`config.mk`:
```
export PLATFORM = sky130hd
export DESIGN_NAME = uart_wb_master
export DESIGN_NICKNAME = d
export VERILOG_FILES = /design/src/rtl/uart_wbm_pkg.sv /design/src/rtl/uart_wbm_rx.sv /design/src/rtl/uart_wb_master.sv
export SDC_FILE = /design/constraint.sdc
export NUM_CORES = 1
export LEC_CHECK = 0
export CAP_MARGIN = 10
export CORE_AREA = 2 2 109 111
export CTS_BUF_LIST = sky130_fd_sc_hd__clkbuf_8
export DETAILED_ROUTE_END_ITERATION = 10
export DIE_AREA = 0 0 111 113
export DONT_BUFFER_PORTS = 1
export HOLD_SLACK_MARGIN = 0.06
export PLACE_DENSITY_LB_ADDON = 0.25
export SLEW_MARGIN = 25
export SYNTH_ARGS = -nofsm -noshare
export SYNTH_HDL_FRONTEND = slang
export SYNTH_SLANG_ARGS = --single-unit
```
`constraint.sdc`:
```
create_clock -name wb_clk_i -period 4.7 [get_ports wb_clk_i]
set_input_delay 0.47 -clock wb_clk_i [delete_from_list [all_inputs] [get_ports wb_clk_i]]
set_output_delay 0.47 -clock wb_clk_i [all_outputs]
set_load 0.02 [all_outputs]
```
`src/rtl/uart_wbm_pkg.sv`:
```
// Shared constants and state encodings for the UART-to-Wishbone bridge.
package uart_wbm_pkg;

   localparam logic [7:0] CMD_WR  = 8'h57;
   localparam logic [7:0] CMD_RD  = 8'h52;
   localparam logic [7:0] RSP_OK  = 8'h4B;
   localparam logic [7:0] RSP_ERR = 8'h45;

   typedef enum logic [2:0] {IDLE, ADDR, WDATA, BUS, RESP} parser_state_e;
   typedef enum logic [1:0] {RX_IDLE, RX_START, RX_DATA, RX_STOP} rx_state_e;

endpackage

```
`src/rtl/uart_wbm_rx.sv`:
```
// 8N1 UART receiver: 2-flop synchroniser, glitch-rejecting start detect,
// mid-bit sampling and stop-bit framing check.
module uart_wbm_rx
   import uart_wbm_pkg::*;
#(
   parameter int CLK_DIV = 16
) (
   input  logic       clk,
   input  logic       rst,
   input  logic       rx_i,
   output logic       rx_valid,
   output logic [7:0] rx_byte,
   output logic       frame_err
);

   localparam int DW = $clog2(CLK_DIV) + 1;
   localparam logic [DW-1:0] DIV_LAST = DW'(CLK_DIV - 1);
   localparam logic [DW-1:0] DIV_HALF = DW'(CLK_DIV / 2 - 1);

   // sync_q[1] is the synchronised line, sync_q[2] its previous value
   logic [2:0]    sync_q, sync_d;
   rx_state_e     state_q, state_d;
   logic [DW-1:0] cnt_q, cnt_d;
   logic [3:0]    bit_q, bit_d;
   logic [7:0]    byte_q, byte_d;
   logic          valid_q, valid_d;
   logic          ferr_q, ferr_d;

   always_comb begin
      sync_d  = {sync_q[1:0], rx_i};
      state_d = state_q;
      cnt_d   = cnt_q + 1'b1;
      bit_d   = bit_q;
      byte_d  = byte_q;
      valid_d = 1'b0;
      ferr_d  = 1'b0;
      case (state_q)
         RX_IDLE: begin
            cnt_d = '0;
            if (sync_q[2] && !sync_q[1]) state_d = RX_START;
         end
         RX_START: begin
            if (cnt_q == DIV_HALF) begin
               cnt_d   = '0;
               bit_d   = '0;
               state_d = sync_q[1] ? RX_IDLE : RX_DATA;
            end
         end
         RX_DATA: begin
            if (cnt_q == DIV_LAST) begin
               cnt_d  = '0;
               byte_d = {sync_q[1], byte_q[7:1]};
               bit_d  = bit_q + 1'b1;
               if (bit_q == 4'd7) state_d = RX_STOP;
            end
         end
         RX_STOP: begin
            if (cnt_q == DIV_LAST) begin
               cnt_d   = '0;
               state_d = RX_IDLE;
               valid_d = sync_q[1];
               ferr_d  = ~sync_q[1];
            end
         end
         default: state_d = RX_IDLE;
      endcase
   end

   always_ff @(posedge clk or posedge rst) begin
      if (rst) begin
         sync_q  <= 3'b111;
         state_q <= RX_IDLE;
         cnt_q   <= '0;
         bit_q   <= '0;
         byte_q  <= '0;
         valid_q <= 1'b0;
         ferr_q  <= 1'b0;
      end else begin
         sync_q  <= sync_d;
         state_q <= state_d;
         cnt_q   <= cnt_d;
         bit_q   <= bit_d;
         byte_q  <= byte_d;
         valid_q <= valid_d;
         ferr_q  <= ferr_d;
      end
   end

   assign rx_valid  = valid_q;
   assign rx_byte   = byte_q;
   assign frame_err = ferr_q;

endmodule

```
`src/rtl/uart_wb_master.sv`:
```
// UART command port driving single 32-bit Wishbone initiator cycles.
// Optional bus timeout with 'E' response: define UART_WB_MASTER_TIMEOUT_EN.
module uart_wb_master
   import uart_wbm_pkg::*;
#(
   parameter int CLK_DIV = 16,
   parameter int TIMEOUT = 1024
) (
   input  logic        wb_clk_i,
   input  logic        wb_rst_i,
   input  logic        ser_rx,
   output logic        ser_tx,
   output logic [31:0] wbm_adr_o,
   output logic [31:0] wbm_dat_o,
   output logic [3:0]  wbm_sel_o,
   output logic        wbm_we_o,
   output logic        wbm_cyc_o,
   output logic        wbm_stb_o,
   input  logic        wbm_ack_i,
   input  logic [31:0] wbm_dat_i,
   output logic        busy
);

   localparam int DW = $clog2(CLK_DIV) + 1;
   localparam logic [DW-1:0] DIV_LAST = DW'(CLK_DIV - 1);

   logic       rx_valid, frame_err;
   logic [7:0] rx_byte;

   uart_wbm_rx #(.CLK_DIV(CLK_DIV)) u_rx (
      .clk       (wb_clk_i),
      .rst       (wb_rst_i),
      .rx_i      (ser_rx),
      .rx_valid  (rx_valid),
      .rx_byte   (rx_byte),
      .frame_err (frame_err)
   );

   parser_state_e state_q, state_d;
   logic          wr_q, wr_d;
   logic [1:0]    bcnt_q, bcnt_d;
   logic [31:0]   adr_q, adr_d, dat_q, dat_d, resp_q, resp_d;
   logic [3:0]    sel_q, sel_d;
   logic          stb_q, stb_d, we_q, we_d;
   logic [2:0]    left_q, left_d;
   logic [9:0]    tx_sh_q, tx_sh_d;
   logic [3:0]    tx_bit_q, tx_bit_d;
   logic [DW-1:0] tx_div_q, tx_div_d;
   logic          tx_act_q, tx_act_d;
   logic          tx_end, tx_ready, tx_load, start_bus, bus_done;

`ifdef UART_WB_MASTER_TIMEOUT_EN
   localparam int TW = $clog2(TIMEOUT) + 1;
   localparam logic [TW-1:0] TO_LAST = TW'(TIMEOUT - 1);
   logic [TW-1:0] to_cnt_q, to_cnt_d;
`else
   logic timeout_unused;
   assign timeout_unused = (TIMEOUT != 0);
`endif

   // tx_ready also fires on the last stop-bit cycle so response bytes run back-to-back
   assign tx_end   = tx_act_q && (tx_div_q == DIV_LAST) && (tx_bit_q == 4'd9);
   assign tx_ready = !tx_act_q || tx_end;

   always_comb begin
      state_d   = state_q;
      wr_d      = wr_q;
      bcnt_d    = bcnt_q;
      adr_d     = adr_q;
      dat_d     = dat_q;
      resp_d    = resp_q;
      sel_d     = sel_q;
      stb_d     = stb_q;
      we_d      = we_q;
      left_d    = left_q;
      tx_load   = 1'b0;
      start_bus = 1'b0;
      bus_done  = 1'b0;
`ifdef UART_WB_MASTER_TIMEOUT_EN
      to_cnt_d  = to_cnt_q;
`endif
      case (state_q)
         IDLE: begin
            if (rx_valid && (rx_byte == CMD_WR || rx_byte == CMD_RD)) begin
               wr_d    = (rx_byte == CMD_WR);
               bcnt_d  = '0;
               state_d = ADDR;
            end
         end
         ADDR: begin
            if (frame_err) state_d = IDLE;
            else if (rx_valid) begin
               adr_d  = {adr_q[23:0], rx_byte};
               bcnt_d = bcnt_q + 1'b1;
               if (bcnt_q == 2'd3) begin
                  if (wr_q) state_d = WDATA;
                  else      start_bus = 1'b1;
               end
            end
         end
         WDATA: begin
            if (frame_err) state_d = IDLE;
            else if (rx_valid) begin
               dat_d  = {dat_q[23:0], rx_byte};
               bcnt_d = bcnt_q + 1'b1;
               if (bcnt_q == 2'd3) start_bus = 1'b1;
            end
         end
         BUS: begin
            if (wbm_ack_i) begin
               bus_done = 1'b1;
               resp_d   = wr_q ? {RSP_OK, 24'h0} : wbm_dat_i;
               left_d   = wr_q ? 3'd1 : 3'd4;
            end
`ifdef UART_WB_MASTER_TIMEOUT_EN
            else if (to_cnt_q == TO_LAST) begin
               bus_done = 1'b1;
               resp_d   = {RSP_ERR, 24'h0};
               left_d   = 3'd1;
            end else begin
               to_cnt_d = to_cnt_q + 1'b1;
            end
`endif
         end
         RESP: begin
            if (tx_ready) begin
               if (left_q != 3'd0) begin
                  tx_load = 1'b1;
                  resp_d  = {resp_q[23:0], 8'h00};
                  left_d  = left_q - 1'b1;
               end else begin
                  state_d = IDLE;
               end
            end
         end
         default: state_d = IDLE;
      endcase
      if (start_bus) begin
         state_d = BUS;
         stb_d   = 1'b1;
         sel_d   = 4'hF;
         we_d    = wr_q;
`ifdef UART_WB_MASTER_TIMEOUT_EN
         to_cnt_d = '0;
`endif
      end
      if (bus_done) begin
         state_d = RESP;
         stb_d   = 1'b0;
         sel_d   = 4'h0;
         we_d    = 1'b0;
      end
   end

   // tx_sh_q[0] drives the line; idle shifter is all ones
   always_comb begin
      tx_sh_d  = tx_sh_q;
      tx_bit_d = tx_bit_q;
      tx_act_d = tx_act_q;
      tx_div_d = '0;
      if (tx_act_q) begin
         tx_div_d = (tx_div_q == DIV_LAST) ? '0 : tx_div_q + 1'b1;
         if (tx_div_q == DIV_LAST) begin
            tx_sh_d  = {1'b1, tx_sh_q[9:1]};
            tx_bit_d = tx_bit_q + 1'b1;
            if (tx_bit_q == 4'd9) tx_act_d = 1'b0;
         end
      end
      if (tx_load) begin
         tx_sh_d  = {1'b1, resp_q[31:24], 1'b0};
         tx_bit_d = '0;
         tx_div_d = '0;
         tx_act_d = 1'b1;
      end
   end

   always_ff @(posedge wb_clk_i or posedge wb_rst_i) begin
      if (wb_rst_i) begin
         state_q  <= IDLE;
         wr_q     <= 1'b0;
         bcnt_q   <= '0;
         adr_q    <= '0;
         dat_q    <= '0;
         resp_q   <= '0;
         sel_q    <= '0;
         stb_q    <= 1'b0;
         we_q     <= 1'b0;
         left_q   <= '0;
         tx_sh_q  <= '1;
         tx_bit_q <= '0;
         tx_div_q <= '0;
         tx_act_q <= 1'b0;
      end else begin
         state_q  <= state_d;
         wr_q     <= wr_d;
         bcnt_q   <= bcnt_d;
         adr_q    <= adr_d;
         dat_q    <= dat_d;
         resp_q   <= resp_d;
         sel_q    <= sel_d;
         stb_q    <= stb_d;
         we_q     <= we_d;
         left_q   <= left_d;
         tx_sh_q  <= tx_sh_d;
         tx_bit_q <= tx_bit_d;
         tx_div_q <= tx_div_d;
         tx_act_q <= tx_act_d;
      end
   end

`ifdef UART_WB_MASTER_TIMEOUT_EN
   always_ff @(posedge wb_clk_i or posedge wb_rst_i) begin
      if (wb_rst_i) to_cnt_q <= '0;
      else          to_cnt_q <= to_cnt_d;
   end
`endif

   assign ser_tx    = tx_sh_q[0];
   assign wbm_adr_o = adr_q;
   assign wbm_dat_o = dat_q;
   assign wbm_sel_o = sel_q;
   assign wbm_we_o  = we_q;
   assign wbm_cyc_o = stb_q;
   assign wbm_stb_o = stb_q;
   assign busy      = (state_q != IDLE);

endmodule

```
* Word level (Yosys, flattened, before mapping)
Cells that the tools add are included.
W data, S select, Z words.
** Storage, ports and cells
- Register bits :: 155
- Bits in latches :: 0
- RAM bits :: 0
- ROM bits :: 0
- Input port bits :: 36
- Output and inout port bits :: 73
- Memories kept :: 0
** Operators by class
- Add/subtract/negate cells :: 6
- Multiply operators :: 0
- Divide/modulo/power cells :: 0
- Magnitude comparators :: 0
- Eq/ne operators :: 34
- Shift-type cells :: 0
- Multiplexer cells :: 74
- Bitwise logic cells :: 2
- Reduce and logical (&&, ||, !) cells :: 30
** Operator list (count)
- $mux W32 :: 4
- $pmux W32 S2 :: 1
- $mux W3 :: 14
- $mux W10 :: 3
- $mux W4 :: 7
- $mux W5 :: 5
- $mux W1 :: 24
- $mux W2 :: 9
- $eq A8 B7 Y1 const B :: 2
- $pmux W3 S5 :: 1
- $pmux W5 S3 :: 1
- $ne A2 B1 Y1 const B :: 6
- $ne A4 B4 Y1 const B :: 3
- $reduce_bool A2 Y1 :: 6
- $add A5 B1 Y5 const B :: 2
- $eq A5 B4 Y1 const B :: 2
- $ne A2 B2 Y1 const B :: 5
- $ne A5 B4 Y1 const B :: 2
- $reduce_and A3 Y1 :: 3
- $add A4 B1 Y4 const B :: 2
- $pmux W2 S4 :: 1
- $pmux W4 S2 :: 1
- $reduce_and A4 Y1 :: 2
- $reduce_and A8 Y1 :: 1
- 26 further kinds :: 39

* Longest topological paths before layout
- Depth in word-level cells :: 8
- Gate-level depth with buffers :: 9
- Depth with buffers taken out :: 9

* Hierarchy
From an unflattened synthesis, not the netlist that was laid out.
** Second synthesis, totals
- Cell total of the unflattened synthesis :: 499
- Area, all modules :: 6672.6 um2
** Modules (own cells, without submodules)
- uart_wb_master :: instances 1, cells an instance 408, area an instance 5567.8 um2, sequential area each 3164.3 um2
- uart_wbm_rx :: instances 1, cells an instance 91, area an instance 1104.8 um2, sequential area each 604.3 um2

* Worst setup path before layout
Ideal clock, no wire load.
- Path type :: register to register
- From :: register u_rx.cnt_q[0]
- To :: register u_rx.bit_q[2]
- Arrival :: 1.755 ns
- Data required time :: 4.579 ns
- Path slack :: 2.824 ns
- Stages on the path, launching flop included :: 10
- Buffers on the path :: 0
- Cells stage by stage :: dfrtp_1 -> ha_1 -> nand3_1 -> inv_1 -> ha_1 -> inv_1 -> a221o_1 -> nor2_1 -> mux2_2 -> a22o_1
** On the way
- Cells in the longest elaborated chain, start to end :: 3
** Ends and longest elaborated chain
- from (decl) :: line uart_wbm_rx.sv:23 : logic [DW-1:0] cnt_q, cnt_d;
- from (signal assigned) :: line uart_wbm_rx.sv:81 : cnt_q <= cnt_d;
- $eq A5 B4 Y1 / $eq A5 B3 Y1 (equally long branches) :: line uart_wbm_rx.sv:50, uart_wbm_rx.sv:43
- $ne A2 B1 Y1 (no source line)
- $reduce_and A3 Y1 (no source line) (*)
- to (signal assigned) :: line uart_wbm_rx.sv:82 : bit_q <= bit_d;
- to (decl) :: line uart_wbm_rx.sv:24 : logic [3:0] bit_q, bit_d;
Every way passes the cells marked *; elsewhere a longest branch is shown, timed or not.
A chain may end at the register's enable or synchronous reset.

* Final worst setup path
- From :: register state_q[0]
- To :: register tx_bit_q[0]
** On the way
- Cells in the longest elaborated chain, start to end :: 4
** Ends and longest elaborated chain
- from (decl) :: line uart_wb_master.sv:39 : parser_state_e state_q, state_d;
- from (signal assigned) :: line uart_wb_master.sv:194 : state_q <= state_d;
- $eq A3 B3 Y1 (*) :: line uart_wb_master.sv:82 : case (state_q)
- $mux W1 (*) :: line uart_wb_master.sv:82
- $reduce_bool A2 Y1 (no source line)
- $reduce_and A2 Y1 (no source line)
- to (signal assigned) :: line uart_wb_master.sv:205 : tx_bit_q <= tx_bit_d;
- to (decl) :: line uart_wb_master.sv:47 : logic [3:0] tx_bit_q, tx_bit_d;
Marks and branches as above.

==> impl_results.rst <==
.. list-table::
   :header-rows: 1

   * - Metric
     - Value
   * - Number of resized instances in the post-cts repair step
     - 0
   * - Drc violations
     - 0
   * - Startpoint kind of the worst setup timing path
     - register
   * - Overflow left after global routing
     - 0
   * - Total of warnings raised by yosys
     - 0
   * - RSZ-0062 raised after global routing
     - no
   * - Largest stage delay, worst path
     - between 0.9 and 1 ns
   * - Type of element capturing the critical path
     - register
   * - Total track usage
     - 0.209
   * - Post-synth EDFFs
     - 0
   * - Share of the clock period used by the worst path after layout
     - 0.572
   * - Cell variety after synth
     - 57
   * - Post-DP HPWL
     - roughly 8000 um
   * - Number of global-route vias before repair
     - slightly above 4k
   * - Synthesis-to-layout area growth
     - 7.82%
   * - Combinational share of power
     - 0.075
   * - Clock period minus final worst setup slack
     - about 2.7 ns
   * - Worst Skew
     - between 0.01 and 0.015 ns
   * - Classification of the worst setup path
     - reg -> reg
   * - Number of slew-limit violations in the final report
     - 0
   * - TritonCTS buffer count
     - 17
   * - Standard-cell row count
     - 39
   * - Pin slew with the least headroom to its limit
     - around 1.0 ns
   * - Reported net switching power
     - approximately 600 uW
   * - Depth of the worst register-to-register path
     - 5
   * - Total Routed Length
     - approximately 12000 um
   * - Area of the core
     - between 10000 and 15000 um^2
   * - Gp weighted congestion
     - approximately 0.78
   * - Clock H-tree levels
     - 4
   * - CTS sink count
     - 150
   * - Initial antenna violation count
     - 0
   * - First-pass GRT wire length
     - 20600 um
   * - Critical path fanouts, max
     - 24
   * - Most used DFF post-synth
     - dfrtp_1
   * - Pre-Repair DR Iteration Count
     - 4
   * - Violations in the final reports
     - hold timing
   * - Antenna Nets Post-Route
     - 0
   * - Antenna diode instance count
     - 0
   * - Switching power as a share of total power
     - 0.234
   * - Internal Dissipation
     - 2020 uW
   * - Fraction of power consumed by the clock network
     - 0.420
   * - CTS max path bufs
     - 2
   * - Cell with the largest stage delay on the worst path
     - nor3b_4
   * - Worst-case headroom to the max-slew limit
     - 0.299
   * - Via total after detailed routing
     - ~4k
   * - Layout cell share with drive strength beyond 1
     - 0.241
   * - Final Instance Area
     - about 7000 um^2
   * - Die Outline Area
     - ~13000 um^2
   * - Routed wire length per instance
     - 17.8 um
   * - Final setup TNS
     - 0 ns
   * - Reg clk slew, reported paths
     - approximately 0.080 ns
   * - Post-Layout Cell Count
     - a little under 700
   * - Fraction of the yosys area taken by sequential cells
     - 0.578
   * - Outcome
     - finished, violations left
   * - Pin count of the biggest net entering global routing
     - ~120
   * - FF+latch count, synth
     - 150
   * - Total leakage power
     - around 0.0035 uW
   * - Power density of the placed cells
     - between 300 and 400 nW/um^2
   * - Reg-to-reg setup timing slack
     - 2.01 ns
   * - Hold crit path type
     - in -> async
   * - Syn nets
     - approximately 590
   * - Hold violation count in the final report
     - 8
   * - Average size of a mapped cell
     - between 10 and 15 um^2
   * - Worst hold slack across all endpoints
     - -0.0154 ns
   * - Most common cell after layout, fill and taps aside
     - dfrtp_1
   * - Critical path arrival
     - around 3 ns
   * - Average via count per standard cell
     - about 5.8
   * - # Post-CTS Setup Buffers
     - 0
   * - Chip Height
     - 113 um
   * - TritonCTS clock tree
     - yes
   * - Most frequent cells in the layout
     - dfrtp_1 (137), mux2_2 (75), nand2_1 (62)
   * - Cell at the root of the clock tree
     - clkbuf_8
   * - Required time of the critical path
     - between 5 and 6 ns
   * - I/O pin count
     - 109
   * - Starting density of the core
     - 0.578
   * - Worst IR Drop VDD
     - between 200 and 300 uV
   * - Number of max-cap violations
     - 0
   * - Insertion delay to the later sink of the worst-skew pair
     - 0.46 ns
   * - Detailed router's first-iteration violation count
     - slightly below 200
   * - Number of placed cells counting well taps
     - 658
   * - Cell Area, Placed
     - between 6000 and 7000 um^2
   * - Cell count after synthesis
     - around 540
   * - Count of endpoints failing setup in the final report
     - 0
   * - Overall die width
     - around 110 um
   * - Buffers on Ports
     - 0
   * - Reg-to-reg critical path startpoint
     - state_q[0]$_DFFE_PP0P_
   * - Part of the power in registers
     - 0.504
   * - Total number of nets in the final design
     - about 590
   * - Async set or reset register ratio after synthesis
     - 1.00
   * - Cell chain of the critical path
     - nor3b_4, o211ai_1, and2_1, nor2_2, mux2_2
   * - Highest clock rate
     - approximately 370 MHz
   * - Reg-to-Reg End
     - tx_bit_q[0]$_DFFE_PP0P_
   * - Mapped Area
     - around 6500 um^2
## worst max-delay path by stage
stage | startpoint | end | slack [ns] | depth (start not counted)
6_report | state_q[0]$_DFFE_PP0P_ | tx_bit_q[0]$_DFFE_PP0P_ | 2.01 | 5
5_1_grt | state_q[0]$_DFFE_PP0P_ | tx_bit_q[0]$_DFFE_PP0P_ | 1.85 | 5
4_1_cts | state_q[0]$_DFFE_PP0P_ | tx_bit_q[0]$_DFFE_PP0P_ | 2.10 | 5
3_5_place_dp | state_q[0]$_DFFE_PP0P_ | tx_bit_q[0]$_DFFE_PP0P_ | 2.12 | 5
3_3_place_gp | state_q[0]$_DFFE_PP0P_ | tx_bit_q[0]$_DFFE_PP0P_ | 2.21 | 5
2_1_floorplan | wb_rst_i | asynchronous set/reset pin | 0.21 | 1
## power groups by stage
stage	sequential [uW]	combinational (uW)	clock (uW)
2_1_floorplan	1350	158	0
5_1_grt	1330	231	1190
6_report	1330	199	1110
3_3_place_gp	1350	188	0
3_5_place_dp	1350	200	0
4_1_cts	1330	200	1140
## worst max-delay path: cells and delay by family (launching register included)
family	cells	cell delay, ns
and+or+nand+nor	3	1.63
DFF	1	0.51
AOI/OAI and AO/OA	1	0.28
muxes	1	0.21
## logic make-up (layout without fill, tap and decap cells)
kind of cell,Yosys count,in the layout,share of synthesized area
flops,150,150,0.578
compound gates,119,119,0.121
simple gates,119,119,0.0862
mux,79,79,0.136
buf+inv,54,59,0.0405
fa+ha+maj,14,14,0.0269
xor+xnor,8,8,0.0108
## metrics by stage
step | util | worst slack [ns] | total power (uW)
floorplan | - | 0.213 | 1510
global placement | 0.581 | 2.21 | 1540
detailed placement | 0.581 | 2.12 | 1550
CTS | 0.622 | 2.10 | 2670
global route | 0.623 | 1.85 | 2750
finish | 0.623 | 2.01 | 2640
## metal layers
layer  vias up  wire length [um]  global-route usage  share of wire
li1       1887                 -                   -              -
met1      1974              5600               0.281           0.45
met2       118              5600               0.308           0.46
met3        26               808              0.0718          0.066
met4         0               296               0.100          0.024
met5         -                 0                   0              0
## registers in the layout (all words and copies together) (netlist names), 5 cells and up, named ones only
| signal | flops |
|---|---|
| resp_q | 32 |
| wbm_adr_o | 32 |
| wbm_dat_o | 32 |
| tx_sh_q | 9 |
| u_rx.rx_byte | 8 |
| tx_div_q | 5 |
| u_rx.cnt_q | 5 |
## final cells by class
cell class	count	area, um^2
Clock buffer	18	248
Clock inverter	14	208
Fill cell	889	4250
Inverter	22	90.1
Multi-Input combinational cell	339	2490
Sequential cell	150	3770
Tap cell	143	179
Timing Repair Buffer	5	40.0
## Yosys cell counts, types with 2 or more instances
cell / count / area share
clkbuf_1: 9 / 0.0052
o21ai_1: 10 / 0.0077
mux2i_1: 4 / 0.0061
ha_1: 14 / 0.027
dfrtp_1: 138 / 0.53
a22oi_1: 22 / 0.025
a31oi_1: 4 / 0.0038
nand2b_1: 4 / 0.0038
o22ai_1: 4 / 0.0038
clkbuf_2: 2 / 0.0015
nand2_1: 62 / 0.036
and2_1: 2 / 0.0019
o21ai_0: 36 / 0.028
xor2_1: 3 / 0.0040
and3_1: 3 / 0.0029
nor2_1: 20 / 0.012
inv_1: 21 / 0.012
a22o_1: 7 / 0.0094
buf_4: 8 / 0.0092
nand3_1: 10 / 0.0077
dfstp_2: 12 / 0.048
a21oi_1: 7 / 0.0054
nand4b_1: 2 / 0.0027
a221oi_1: 2 / 0.0027
o31ai_1: 5 / 0.0058
a21boi_0: 2 / 0.0023
a21o_1: 7 / 0.0081
buf_6: 2 / 0.0035
nor2b_1: 2 / 0.0019
nor3b_1: 2 / 0.0023
mux2_2: 75 / 0.13
buf_2: 11 / 0.0084
xnor2_1: 5 / 0.0067
nor3_1: 2 / 0.0015
o211ai_1: 2 / 0.0023
## what timing repair did
item                       4_1_cts  5_1_grt
hold buffers                     1        0
setup endpoints to repair        0        0
hold endpoints to repair         1        0
Power figures use the tool's default switching activity.
